File: src/rtl/iobus_responder_if.sv
// iobus_responder_if -- CPU memory-mapped I/O bus bundle.
//   IOBUS_ADDR  CPU byte address            (master -> slave)
//   IOBUS_OUT   CPU write data              (master -> slave)
//   IOBUS_WR    one-cycle store strobe      (master -> slave)
//   IOBUS_RD    one-cycle load strobe       (master -> slave)
//   IOBUS_IN    registered read data        (slave -> master)
//   INTR        level interrupt request     (slave -> master)
interface iobus_responder_if;
    logic [31:0] IOBUS_ADDR;
    logic [31:0] IOBUS_OUT;
    logic        IOBUS_WR;
    logic        IOBUS_RD;
    logic [31:0] IOBUS_IN;
    logic        INTR;

    modport master (
        output IOBUS_ADDR, IOBUS_OUT, IOBUS_WR, IOBUS_RD,
        input  IOBUS_IN, INTR
    );

    modport slave (
        input  IOBUS_ADDR, IOBUS_OUT, IOBUS_WR, IOBUS_RD,
        output IOBUS_IN, INTR
    );
endinterface

File: src/rtl/iobus_responder.sv
// iobus_responder -- memory-mapped switch/LED/timer peripheral.
// Word map relative to BASE_ADDR (32-byte window):
//   0x00 SW     (RO)  synchronized switches, zero-extended
//   0x04 LED    (RW)  drives LEDS
//   0x08 CTRL   (RW)  bit0 EN, bit1 AUTO, bit2 IRQEN
//   0x0C LOAD   (RW)  writing also loads COUNT
//   0x10 COUNT  (RO)  down-counter
//   0x14 STATUS (W1C) bit0 PEND
// Ports:
//   CLK, RESET_N  clock (rising edge) and async active-low reset
//   bus           iobus_responder_if.slave (address/data/strobes, read data, INTR)
//   SWITCHES      asynchronous board switches
//   LEDS          registered LED drive
module iobus_responder #(
    parameter logic [31:0] BASE_ADDR = 32'h1100_0000,
    parameter int          SW_WIDTH  = 16,
    parameter int          LED_WIDTH = 16
) (
    input  logic                 CLK,
    input  logic                 RESET_N,
    iobus_responder_if.slave     bus,
    input  logic [SW_WIDTH-1:0]  SWITCHES,
    output logic [LED_WIDTH-1:0] LEDS
);

    // word index (address bits [4:2])
    localparam logic [2:0] IDX_SW     = 3'd0;
    localparam logic [2:0] IDX_LED    = 3'd1;
    localparam logic [2:0] IDX_CTRL   = 3'd2;
    localparam logic [2:0] IDX_LOAD   = 3'd3;
    localparam logic [2:0] IDX_COUNT  = 3'd4;
    localparam logic [2:0] IDX_STATUS = 3'd5;

    logic [SW_WIDTH-1:0]  sw_s1_q, sw_s2_q;
    logic [LED_WIDTH-1:0] led_q, led_d;
    logic [2:0]           ctrl_q, ctrl_d;
    logic [31:0]          load_q, load_d;
    logic [31:0]          count_q, count_d;
    logic                 pend_q, pend_d;
    logic [31:0]          rdata_q, rdata_d;

    logic        hit;
    logic [2:0]  idx;
    logic [31:0] wdata;
    logic [31:0] rd_val;
    logic        wr_led, wr_ctrl, wr_load, wr_status;
    logic        expire;

    assign hit   = (bus.IOBUS_ADDR[31:5] == BASE_ADDR[31:5]) && (bus.IOBUS_ADDR[1:0] == 2'b00);
    assign idx   = bus.IOBUS_ADDR[4:2];
    assign wdata = bus.IOBUS_OUT;

    assign wr_led    = bus.IOBUS_WR && hit && (idx == IDX_LED);
    assign wr_ctrl   = bus.IOBUS_WR && hit && (idx == IDX_CTRL);
    assign wr_load   = bus.IOBUS_WR && hit && (idx == IDX_LOAD);
    assign wr_status = bus.IOBUS_WR && hit && (idx == IDX_STATUS);

    // Read mux sees only pre-edge register values, so a same-cycle write
    // to the addressed register returns the old value.
    always_comb begin
        rd_val = '0;
        if (hit) begin
            case (idx)
                IDX_SW:     rd_val = 32'(sw_s2_q);
                IDX_LED:    rd_val = 32'(led_q);
                IDX_CTRL:   rd_val = {29'd0, ctrl_q};
                IDX_LOAD:   rd_val = load_q;
                IDX_COUNT:  rd_val = count_q;
                IDX_STATUS: rd_val = {31'd0, pend_q};
                default:    rd_val = '0;
            endcase
        end
    end

    assign rdata_d = bus.IOBUS_RD ? rd_val : rdata_q;

    // Timer and register next state. Later assignments carry priority:
    // LOAD write beats decrement/reload, expiry set beats W1C, and one-shot
    // EN clear beats a CTRL write on bit0 only.
    always_comb begin
        expire = ctrl_q[0] && (count_q == 32'd0);

        led_d  = wr_led  ? wdata[LED_WIDTH-1:0] : led_q;
        load_d = wr_load ? wdata : load_q;

        count_d = count_q;
        if (ctrl_q[0]) begin
            if (count_q != 32'd0) count_d = count_q - 32'd1;
            else if (ctrl_q[1])   count_d = load_q;
        end
        if (wr_load) count_d = wdata;

        ctrl_d = ctrl_q;
        if (wr_ctrl) ctrl_d = wdata[2:0];
        if (expire && !ctrl_q[1]) ctrl_d[0] = 1'b0;

        pend_d = pend_q;
        if (wr_status && wdata[0]) pend_d = 1'b0;
        if (expire) pend_d = 1'b1;
    end

    always_ff @(posedge CLK or negedge RESET_N) begin
        if (!RESET_N) begin
            sw_s1_q <= '0;
            sw_s2_q <= '0;
            led_q   <= '0;
            ctrl_q  <= '0;
            load_q  <= '0;
            count_q <= '0;
            pend_q  <= 1'b0;
            rdata_q <= '0;
        end else begin
            sw_s1_q <= SWITCHES;
            sw_s2_q <= sw_s1_q;
            led_q   <= led_d;
            ctrl_q  <= ctrl_d;
            load_q  <= load_d;
            count_q <= count_d;
            pend_q  <= pend_d;
            rdata_q <= rdata_d;
        end
    end

    assign LEDS         = led_q;
    assign bus.IOBUS_IN = rdata_q;
    assign bus.INTR     = pend_q & ctrl_q[2];

endmodule

File: src/flat_wrapper.sv
// flat-port wrapper written by rule: the top's interface ports become plain ports
module iobus_responder_flat 
#(
    parameter logic [31:0] BASE_ADDR = 32'h1100_0000,
    parameter int          SW_WIDTH  = 16,
    parameter int          LED_WIDTH = 16
)
  (CLK, RESET_N, SWITCHES, LEDS, bus_IOBUS_ADDR, bus_IOBUS_OUT, bus_IOBUS_WR, bus_IOBUS_RD, bus_IOBUS_IN, bus_INTR);
  iobus_responder_if bus_i ();
  input  logic CLK;
  input  logic RESET_N;
  input  logic [SW_WIDTH-1:0] SWITCHES;
  output logic [LED_WIDTH-1:0] LEDS;
  input wire logic [$bits(bus_i.IOBUS_ADDR)-1:0] bus_IOBUS_ADDR;
  input wire logic [$bits(bus_i.IOBUS_OUT)-1:0] bus_IOBUS_OUT;
  input wire logic [$bits(bus_i.IOBUS_WR)-1:0] bus_IOBUS_WR;
  input wire logic [$bits(bus_i.IOBUS_RD)-1:0] bus_IOBUS_RD;
  output wire logic [$bits(bus_i.IOBUS_IN)-1:0] bus_IOBUS_IN;
  output wire logic [$bits(bus_i.INTR)-1:0] bus_INTR;
  assign bus_i.IOBUS_ADDR = bus_IOBUS_ADDR;
  assign bus_i.IOBUS_OUT = bus_IOBUS_OUT;
  assign bus_i.IOBUS_WR = bus_IOBUS_WR;
  assign bus_i.IOBUS_RD = bus_IOBUS_RD;
  assign bus_IOBUS_IN = bus_i.IOBUS_IN;
  assign bus_INTR = bus_i.INTR;
  iobus_responder #(.BASE_ADDR(BASE_ADDR), .SW_WIDTH(SW_WIDTH), .LED_WIDTH(LED_WIDTH)) u_core (.CLK(CLK), .RESET_N(RESET_N), .bus(bus_i), .SWITCHES(SWITCHES), .LEDS(LEDS));
endmodule
File: config.mk
export PLATFORM = sky130hd
export DESIGN_NAME = iobus_responder_flat
export DESIGN_NICKNAME = d
export VERILOG_FILES = /design/src/rtl/iobus_responder_if.sv /design/src/rtl/iobus_responder.sv /design/src/flat_wrapper.sv
export SDC_FILE = /design/constraint.sdc
export NUM_CORES = 1
export LEC_CHECK = 0
export ABC_AREA = 1
export CAP_MARGIN = 15
export CORE_UTILIZATION = 46
export CTS_BUF_LIST = sky130_fd_sc_hd__clkbuf_2
export DETAILED_ROUTE_END_ITERATION = 6
export PLACE_DENSITY = 0.7
export REMOVE_ABC_BUFFERS = 1
export SLEW_MARGIN = 20
export SYNTH_ARGS = -nofsm -noshare
export SYNTH_HDL_FRONTEND = slang
export SYNTH_SLANG_ARGS = --single-unit
export TNS_END_PERCENT = 1
File: constraint.sdc
create_clock -name CLK -period 2.1 [get_ports CLK]
set_clock_uncertainty 0.1 [all_clocks]
set_input_delay 0.42 -clock CLK [delete_from_list [all_inputs] [get_ports CLK]]
set_output_delay 0.42 -clock CLK [all_outputs]
set_load 0.03 [all_outputs]
==> Word level (Yosys, flattened, before mapping) <==
Cells that the tools add are included.
{ "classes": {"n_addsub": 1, "n_eq_ne": 6, "mux": 10, "bitwise_logic": 1, "reduce_logical": 19} }
{ "ops": {"columns": ["op", "n"], "rows": [
  ["one-hot mux 32 bit (6 select lines)", 1],
  ["2-to-1 mux 32 bit", 5],
  ["zero test 32 bit", 1],
  ["nonzero test 32 bit", 1],
  ["subtractor 32 x 1 -> 32 bit (second input constant)", 1],
  ["== test 27 x 24 -> 1 bit (second input constant)", 1],
  ["logical AND 1 bit", 9],
  ["== test 3 x 2 -> 1 bit (second input constant)", 2],
  ["== test 3 bit (second input constant)", 2],
  ["nonzero test 2 bit", 3],
  ["2-to-1 mux 1 bit", 4],
  ["== test 3 x 1 -> 1 bit (second input constant)", 1],
  ["zero test 3 bit", 1],
  ["nonzero test 3 bit", 1],
  ["zero test 2 bit", 1],
  ["AND reduction 2 bit", 1],
  ["bitwise AND 1 bit", 1],
  ["zero test 1 bit", 1]
]} }
{ "totals": {"register_bits": 148, "input_bits": 84, "output_inout_bits": 49, "word_cells": 46} }

==> Logic depth before layout (Yosys ltp) <==
Gate-level depths: netlist of run 1.
{ "logic_depth": {"word_depth": 7, "ltp_mapped": 13, "depth_no_buf": 13} }

==> Worst setup path after synthesis of run 1 <==
Ideal clock, no wire load.
{ "synth_path": {"path_type": "reg-to-reg", "startpoint": "register u_core.count_q[0]", "endpoint": "register u_core.count_q[15]", "setup_time_ns": 0.116, "t_arrival_ns": 1.600, "t_required_ns": 1.884, "setup_slack_ns": 0.284, "path_stages_with_launch": 14, "n_path_buf": 2, "synth_period_minus_slack_ns": 1.816, "cell_sequence": "dfrtp_1 > inv_1 > ha_1 > nand2_1 > nor2_1 > nand3_1 > nor2_4 > nand2_1 > nand2_2 > nand2_2 > buf_6 > buf_6 > nand2_1 > nand2_1"} }
{ "synth_via": {"elab_chain_cells": 4, "elab_cells_between_ends": 7, "cone_classes": "1 x add/sub; 3 x mux; 3 x reduce/logical"} }
{ "synth_rtl": {"columns": ["element", "line_no", "text"], "rows": [
  ["start: declaration", "iobus_responder.sv:38", "logic [31:0] count_q, count_d;"],
  ["start signal: assignment", "iobus_responder.sv:118", "count_q <= count_d;"],
  ["subtractor 32 x 1 -> 32 bit or nonzero test 32 bit (tied branches)", "iobus_responder.sv:88", "if (count_q != 32'd0) count_d = count_q - 32'd1;"],
  ["2-to-1 mux 32 bit", "iobus_responder.sv:88", null],
  ["2-to-1 mux 32 bit", "iobus_responder.sv:87", "if (ctrl_q[0]) begin"],
  ["2-to-1 mux 32 bit", "iobus_responder.sv:91", "if (wr_load) count_d = wdata;"]
]} }
Parallel ways exist; a longest one is shown, timed or not. The select of a mux whose other input is x is not followed.
A chain may end at the register's enable or synchronous reset.

==> Final worst setup path of run 1 <==
{ "layout_path": {"startpoint": "register u_core.led_q[6], in the netlist u_core.LEDS[6]", "endpoint": "output port LEDS[6]"} }
{ "layout_rtl": {"columns": ["element", "line_no", "text"], "rows": [
  ["start: declaration", "iobus_responder.sv:35", "logic [LED_WIDTH-1:0] led_q, led_d;"],
  ["start signal: assignment", "iobus_responder.sv:115", "led_q <= led_d;"],
  ["end: declaration", "flat_wrapper.sv:13", "output logic [LED_WIDTH-1:0] LEDS;"]
]} }
No word-level cell between the ends.

==> results.md, run 1 <==
* Outcome: complete, no violations
* Die height at 131.7 µm
* Met1 GRT Util at 35.47%
* CP Capture Type: primary output
* Post-Synthesis Cells at 1066
* RSZ-0062 raised after global routing: yes
* Final Worst Setup Slack at 0.07371 ns
* CP Cell Sequence: clkdlybuf4s15_2
* Gr busiest metal: met2
* Worst slack at placement at -0.2511 ns
* Core area at 16520 µm²
* Fill cells at 1543
* Largest area contributor in the netlist: dfrtp_1
* Register Area at 3709 µm²
* Residual DRC at 0
* Peak fanout along the critical path at 3
* Starting Density at 46.80%
* Netlist cell types at 33
* Maxcap violations at 0
* Max stage delay on crit path at 0.46 ns
* Worst path bufs/invs at 1
* Count leader, synth: nand2_1
* Initial antenna violation count at 1
* All-Layer GR Usage at 27.08%
* Slew HR at 66.59%
* Max Clk Rate at 0.4935 GHz
* Startpoint Class: flip-flop
* CTS HTree Levels at 4
* Drt wl/cell at 14.83 µm
* Pre-antenna DRT Iters at 5
* # port buffers at 132
* Share of cells above drive strength 1 at 15.59%
* Vias in the first global route at 7542
* CTS root buf: clkbuf_2
* Clk_lat worst skew at 0.75 ns
* Clock sinks at 148
* Clk pin slew, worst setup/hold paths at 0.24 ns
* CTS tree: built
* Top cell type's share of synthesized area at 47.89%
* Synthesized area at 7734 µm²
* Multi-input logic area at 3426 µm²
* Leak at 5.322 nW
* Power per cell area at 467.5 nW/µm²
* Async set-reset flop share out of synthesis at 100.0%
* FF+latch count, synth at 148
* EDFF count, synth at 0
* Crit Path Class: reg2out
* Vias at 7737
* Slowest stage cell on the critical path: dfrtp_1
* Die ar. at 17330 µm²
* Die Width at 131.7 µm
* Average size of a mapped cell at 7.255 µm²
* Peak VDD IR at 0.3742 mV
* First-pass GRT wire length at 37.06 mm
* Post-DP HPWL at 16.61 mm
* Via density at 5.124
* Synthesis warning total at 0
* Top cells by count, synth: 376 x nand2_1, 148 x dfrtp_1, 134 x inv_1, 125 x nor2_1, 77 x nand3_1
* Initial DRC Count at 472
* Final setup violating endpoints at 0
* Max-slew violations at 0
* Final Hold Viols at 0
* Final clock period utilization by the worst path at 96.49%
* Post-DRT Antenna Nets at 0
* Final nets at 1362
* Final hold slack at 0.08801 ns
* Worst hold-check path type: in2async
* Largest net degree at the start of global routing at 44
* CTS Buf Count at 17
* Required time worst endpoint at 1.58 ns
* # IOs at 133
* Ys flop type: dfrtp_1
* Post-synthesis sequential area ratio at 47.89%
* WP data arrival at 1.51 ns
* Grt ovf at 0
* Fin crit period at 2.026 ns
* Bufs on Longest Clock Path at 2
* Grt met2 use at 45.56%
* Routability cong. at 0.9576
* GR Util met3 at 4.900%
* Final wirelength at 22.40 mm
* Cell family with most CP delay: flip-flops
* Syn-to-layout area delta at 34.44%
* Synth top area cells: dfrtp_1 48%, nand2_1 18%, inv_1 6.5%, nor2_1 6.1%, nand3_1 5.0%
* # rows at 47
* Worst-Margin Slew at 0.5011 ns
[logic make-up after synthesis]
group	share of synthesized area, %
AO/OA/AOI/OAI	9.659
XOR/XNOR	1.019
adder cells (fa/ha/maj)	0.3235
buffers and inverters	8.963
flip-flops	47.89
AND/OR/NAND/NOR	32.15
[stage by stage]
step | std cells | area [µm²] | TNS, ns | power [W] | utilization [%]
global placement | 1453 | 9879 | -13.31 | 0.003335 | 59.79
floorplan | 1028 | 7548 | -81.71 | 0.003008 | -
CTS | 1503 | 10330 | -0.08087 | 0.004913 | 62.53
global route | 1510 | 10400 | -0.3398 | 0.005068 | 62.92
detailed placement | 1453 | 9879 | -16.06 | 0.003340 | 59.79
finish | 1510 | 10400 | 0 | 0.004861 | 62.92
[cell type report]
cell class                      count  area share, %
Clock inverter                     14          1.215
Multi-Input combinational cell    745          32.95
Tap cell                          220          2.647
Antenna cell                        1        0.02407
Sequential cell                   148          35.67
Timing Repair Buffer              229          21.74
Clock buffer                       18         0.8664
Inverter                          135          4.886
[registers in the layout, indices dropped and copies added, names as in the netlist]
| register | cells |
|---|---|
| u_core.load_q | 32 |
| u_core.sw_s2_q | 16 |
| u_core.count_q | 32 |
| u_core.sw_s1_q | 16 |
| u_core.LEDS | 16 |
| u_core.pend_q | 1 |
| u_core.bus.IOBUS_IN | 32 |
| u_core.ctrl_q | 3 |
[power breakdown]
group          switching [W]  internal, W  leakage, nW
combinational       0.000190     0.000234         3.30
clock                0.00110     0.000443        0.126
sequential        0.00000960      0.00289         1.89
total                0.00130      0.00356         5.32
[layer usage]
metal  vias to the layer above  wire [µm]
li1                       3802          -
met1                      3664       9923
met2                       243      10830
met3                        28       1211
met4                         0        435
met5                         -          0
[placed cells by master (no fill, tap or decap), drive strengths merged, types with 17 or more instances in the layout]
cell type,count
nand2,380
buf,83
clkdlybuf4s15,35
o22ai,49
dfrtp,148
clkbuf,30
o21ai,54
nor2,134
inv,139
clkdlybuf4s50,82
dlygate4sd3,17
nand3,77
[path summary, 6_finish.rpt]
path / from / to / cells after the start / slack, ns
setup / recovery: u_core.LEDS[6]$_DFFE_PN0P_ / LEDS[6] / 1 / 0.07
hold / removal: RESET_N / u_core.count_q[7]$_DFFE_PN0P_ / 3 / 0.09
setup reg to reg: u_core.count_q[0]$_DFFE_PN0P_ / u_core.count_q[20]$_DFFE_PN0P_ / 13 / 0.11
hold reg to reg: u_core.sw_s1_q[6]$_DFF_PN0_ / u_core.sw_s2_q[6]$_DFF_PN0_ / 0 / 0.25
max in group asynchronous: RESET_N / u_core.sw_s2_q[1]$_DFF_PN0_ / 3 / 1.49
min in group CLK: bus_IOBUS_OUT[6] / u_core.LEDS[6]$_DFFE_PN0P_ / 3 / 0.13
[repair_timing]
action | 4_1_cts | 5_1_grt
setup endpoints to repair | 54 | 62
hold endpoints to repair | 164 | 0
gates cloned | 0 | 0
resized for setup | 134 | 50
hold buffers | 18 | 0
setup buffers | 0 | 6
pin swaps | 0 | 2
(Power assumes the default switching activity.)
==> run 2: changes to the inputs <==
--- a/config.mk
+++ b/config.mk
@@ -6,12 +6,12 @@
 export NUM_CORES = 1
 export LEC_CHECK = 0
 export ABC_AREA = 1
-export CAP_MARGIN = 15
 export CORE_UTILIZATION = 46
 export CTS_BUF_LIST = sky130_fd_sc_hd__clkbuf_2
 export DETAILED_ROUTE_END_ITERATION = 6
 export PLACE_DENSITY = 0.7
 export REMOVE_ABC_BUFFERS = 1
+export SETUP_SLACK_MARGIN = 0.15
 export SLEW_MARGIN = 20
 export SYNTH_ARGS = -nofsm -noshare
 export SYNTH_HDL_FRONTEND = slang
==> results.md, run 2 (synthesis gave the netlist of run 1 again) <==
* Final clock period utilization by the worst path at 97.25% (+0.76 points)
* Fin crit period at 2.042 ns (+0.01588 ns)
* Core area at 16520 µm² (unchanged)
* Clk network pwr share at 31.8% (about the same)
* Fill cells at 1478 (-4.2%)
* Grt ovf at 0 (unchanged)
* Pre-antenna DRT Iters at 7 (+2)
* Maxcap violations at 0 (unchanged)
* Clk_lat worst skew at 0.76 ns (about the same)
* Required time worst endpoint at 2.64 ns (+1.06 ns)
* Design area at 10830 µm² (+4.2%)
* Slowest stage cell on the critical path: dfrtp_1
* # IOs at 133 (unchanged)
* Die ar. at 17330 µm² (unchanged)
* Max Clk Rate at 0.4897 GHz (-0.78%)
* Vias at 8012 (+3.6%)
* Startpoint Class: flip-flop
* # rows at 47 (unchanged)
* CTS Buf Count at 17 (unchanged)
* Clock sinks at 148 (unchanged)
* Post-DRT Antenna Nets at 0 (unchanged)
* Switching part of the total at 26.85% (+0.11 points)
* Bufs on Longest Clock Path at 2 (unchanged)
* Drt wl/cell at 15.14 µm (+2.0%)
* CP Capture Type: flip-flop
* First-pass GRT wire length at 37.47 mm (+1.1%)
* Syn-to-layout area delta at 40.07%
* Worst-Margin Slew at 0.5007 ns (-0.0004106 ns)
* Routability cong. at 0.9576 (unchanged)
* Initial antenna violation count at 1 (unchanged)
* Cell Area, Placed at 9879 µm² (unchanged)
* Vias in the first global route at 7631 (+1.2%)
* Outcome: finished with violations
* FF-to-FF path depth at 11 (-2)
* All-Layer GR Usage at 27.39% (+0.31 points)
* RSZ-0062 raised after global routing: yes
* Reg-to-reg setup timing slack at 0.06 ns (-0.05 ns)
* Max-slew violations at 0 (unchanged)
* Initial DRC Count at 559 (+18%)
* Die Width at 131.7 µm (unchanged)
* Most frequent cells in the layout: 364 x nand2_1, 140 x dfrtp_1, 132 x inv_1
* Worst hold-check path type: in2async
* Reg2reg end: u_core.count_q[1]$_DFFE_PN0P_
* Final wirelength at 23.60 mm (+5.4%)
* Peak fanout along the critical path at 5 (+2)
* CP Cell Sequence: nor2_2, nand2_2, nor3_4, nand2_2, nor2_4, buf_12, buf_6, buf_6, o21ai_0, nand3_1, nand3_1
* RR Startpoint: u_core.count_q[7]$_DFFE_PN0P_
* Slew HR at 66.62% (about the same)
* WP data arrival at 2.59 ns (+1.08 ns)
* Total Power at 0.004869 W (+0.16%)
* Residual DRC at 4 (+4)
* Leak at 5.670 nW (+6.5%)
* Combinational share of power at 8.7% (about the same)
* CTS root buf: clkbuf_2
* CTS tree: built
* Final Hold Viols at 0 (unchanged)
* Die height at 131.7 µm (unchanged)
* Via density at 5.139 (+0.30%)
* Clk pin slew, worst setup/hold paths at 0.25 ns (about the same)
* Peak VDD IR at 0.4112 mV (+9.9%)
* CTS HTree Levels at 4 (unchanged)
* Failing checks: design-rule violations
* Max stage delay on crit path at 0.46 ns (about the same)
* Final nets at 1411 (+3.6%)
* Post-DP HPWL at 16.61 mm (unchanged)
* Starting Density at 46.80% (unchanged)
* Crit Path Class: reg2reg
* P_int at 0.003561 W (unchanged)
* Largest net degree at the start of global routing at 44 (unchanged)
* Final setup violating endpoints at 0 (unchanged)
* # port buffers at 132 (unchanged)
* Seq pwr share at 59.5% (about the same)
* P_sw at 0.001307 W (+0.59%)
* Power per cell area at 449.4 nW/µm² (-3.9%)
* Share of cells above drive strength 1 at 20.70% (+5.1 points)
* Commonest non-fill, non-tap cell in the layout: nand2_1
## run 2: cell type report
cell class	instances	area, µm²	area share [%]
multi-input combinational	746	3523	32.52
tap	220	275.3	2.541
inverter	135	508.0	4.689
sequential	148	3714	34.28
clock buffer	18	90.09	0.8316
clock inverter	14	126.4	1.167
timing repair buffer	277	2594	23.94
antenna	1	2.502	0.02310
## run 2: metrics by stage
step | hold WS [ns] | std cells | worst slack, ns | setup TNS, ns | util, %
after global routing | 0.02566 | 1559 | -0.03536 | -0.03591 | 65.56
final | 0.07687 | 1559 | 0.05783 | 0 | 65.56
after global placement | 0.2260 | 1453 | -0.2250 | -13.31 | 59.79
after CTS | 0.03005 | 1523 | 0.04475 | 0 | 62.80
after floorplan | 0.02441 | 1028 | -1.107 | -81.71 | -
after detailed placement | 0.2293 | 1453 | -0.2511 | -16.06 | 59.79
## run 2: critical path: cells and delay by family (launching register included)
kind	cells	cell delay, ns
and+or+nand+nor	7	0.92
DFF	1	0.46
buffers and inverters	3	0.33
AOI/OAI and AO/OA	1	0.11
## run 2: routing by layer
metal / track usage (%) / wire, µm / part of all wire (%)
met1: 35.57 / 10090 / 43
met2: 45.97 / 11430 / 48
met5: 0 / 0 / 0
met3: 5.208 / 1468 / 6.2
met4: 8.850 / 610 / 2.6
## run 2: power by group through the flow
stage	clock network, W	registers, W	logic [W]
5_1_grt	0.00171	0.00290	0.000461
3_3_place_gp	0	0.00294	0.000392
3_5_place_dp	0	0.00294	0.000395
6_report	0.00155	0.00290	0.000425
2_1_floorplan	0	0.00294	0.0000667
4_1_cts	0.00159	0.00290	0.000428
## run 2: what timing repair did
action                     CTS  global route
setup endpoints to repair   81            81
hold buffers                18             0
resized for setup          190            86
hold endpoints to repair   164             0
cloned                       0             4
pin swaps                    0            17
buffers inserted            20            31
## run 2: how the worst max path moves through the flow
stage                                                 to                     startpoint  slack (ns)
after floorplan               u_core.LEDS[1]$_DFFE_PN0P_              bus_IOBUS_ADDR[3]       -1.11
after global placement    u_core.count_q[22]$_DFFE_PN0P_             bus_IOBUS_ADDR[19]       -0.23
after detailed placement   u_core.count_q[2]$_DFFE_PN0P_             bus_IOBUS_ADDR[31]       -0.25
after CTS                 u_core.count_q[20]$_DFFE_PN0P_  u_core.count_q[1]$_DFFE_PN0P_        0.04
after global routing       u_core.count_q[1]$_DFFE_PN0P_  u_core.count_q[7]$_DFFE_PN0P_       -0.04
final                      u_core.count_q[1]$_DFFE_PN0P_  u_core.count_q[7]$_DFFE_PN0P_        0.06
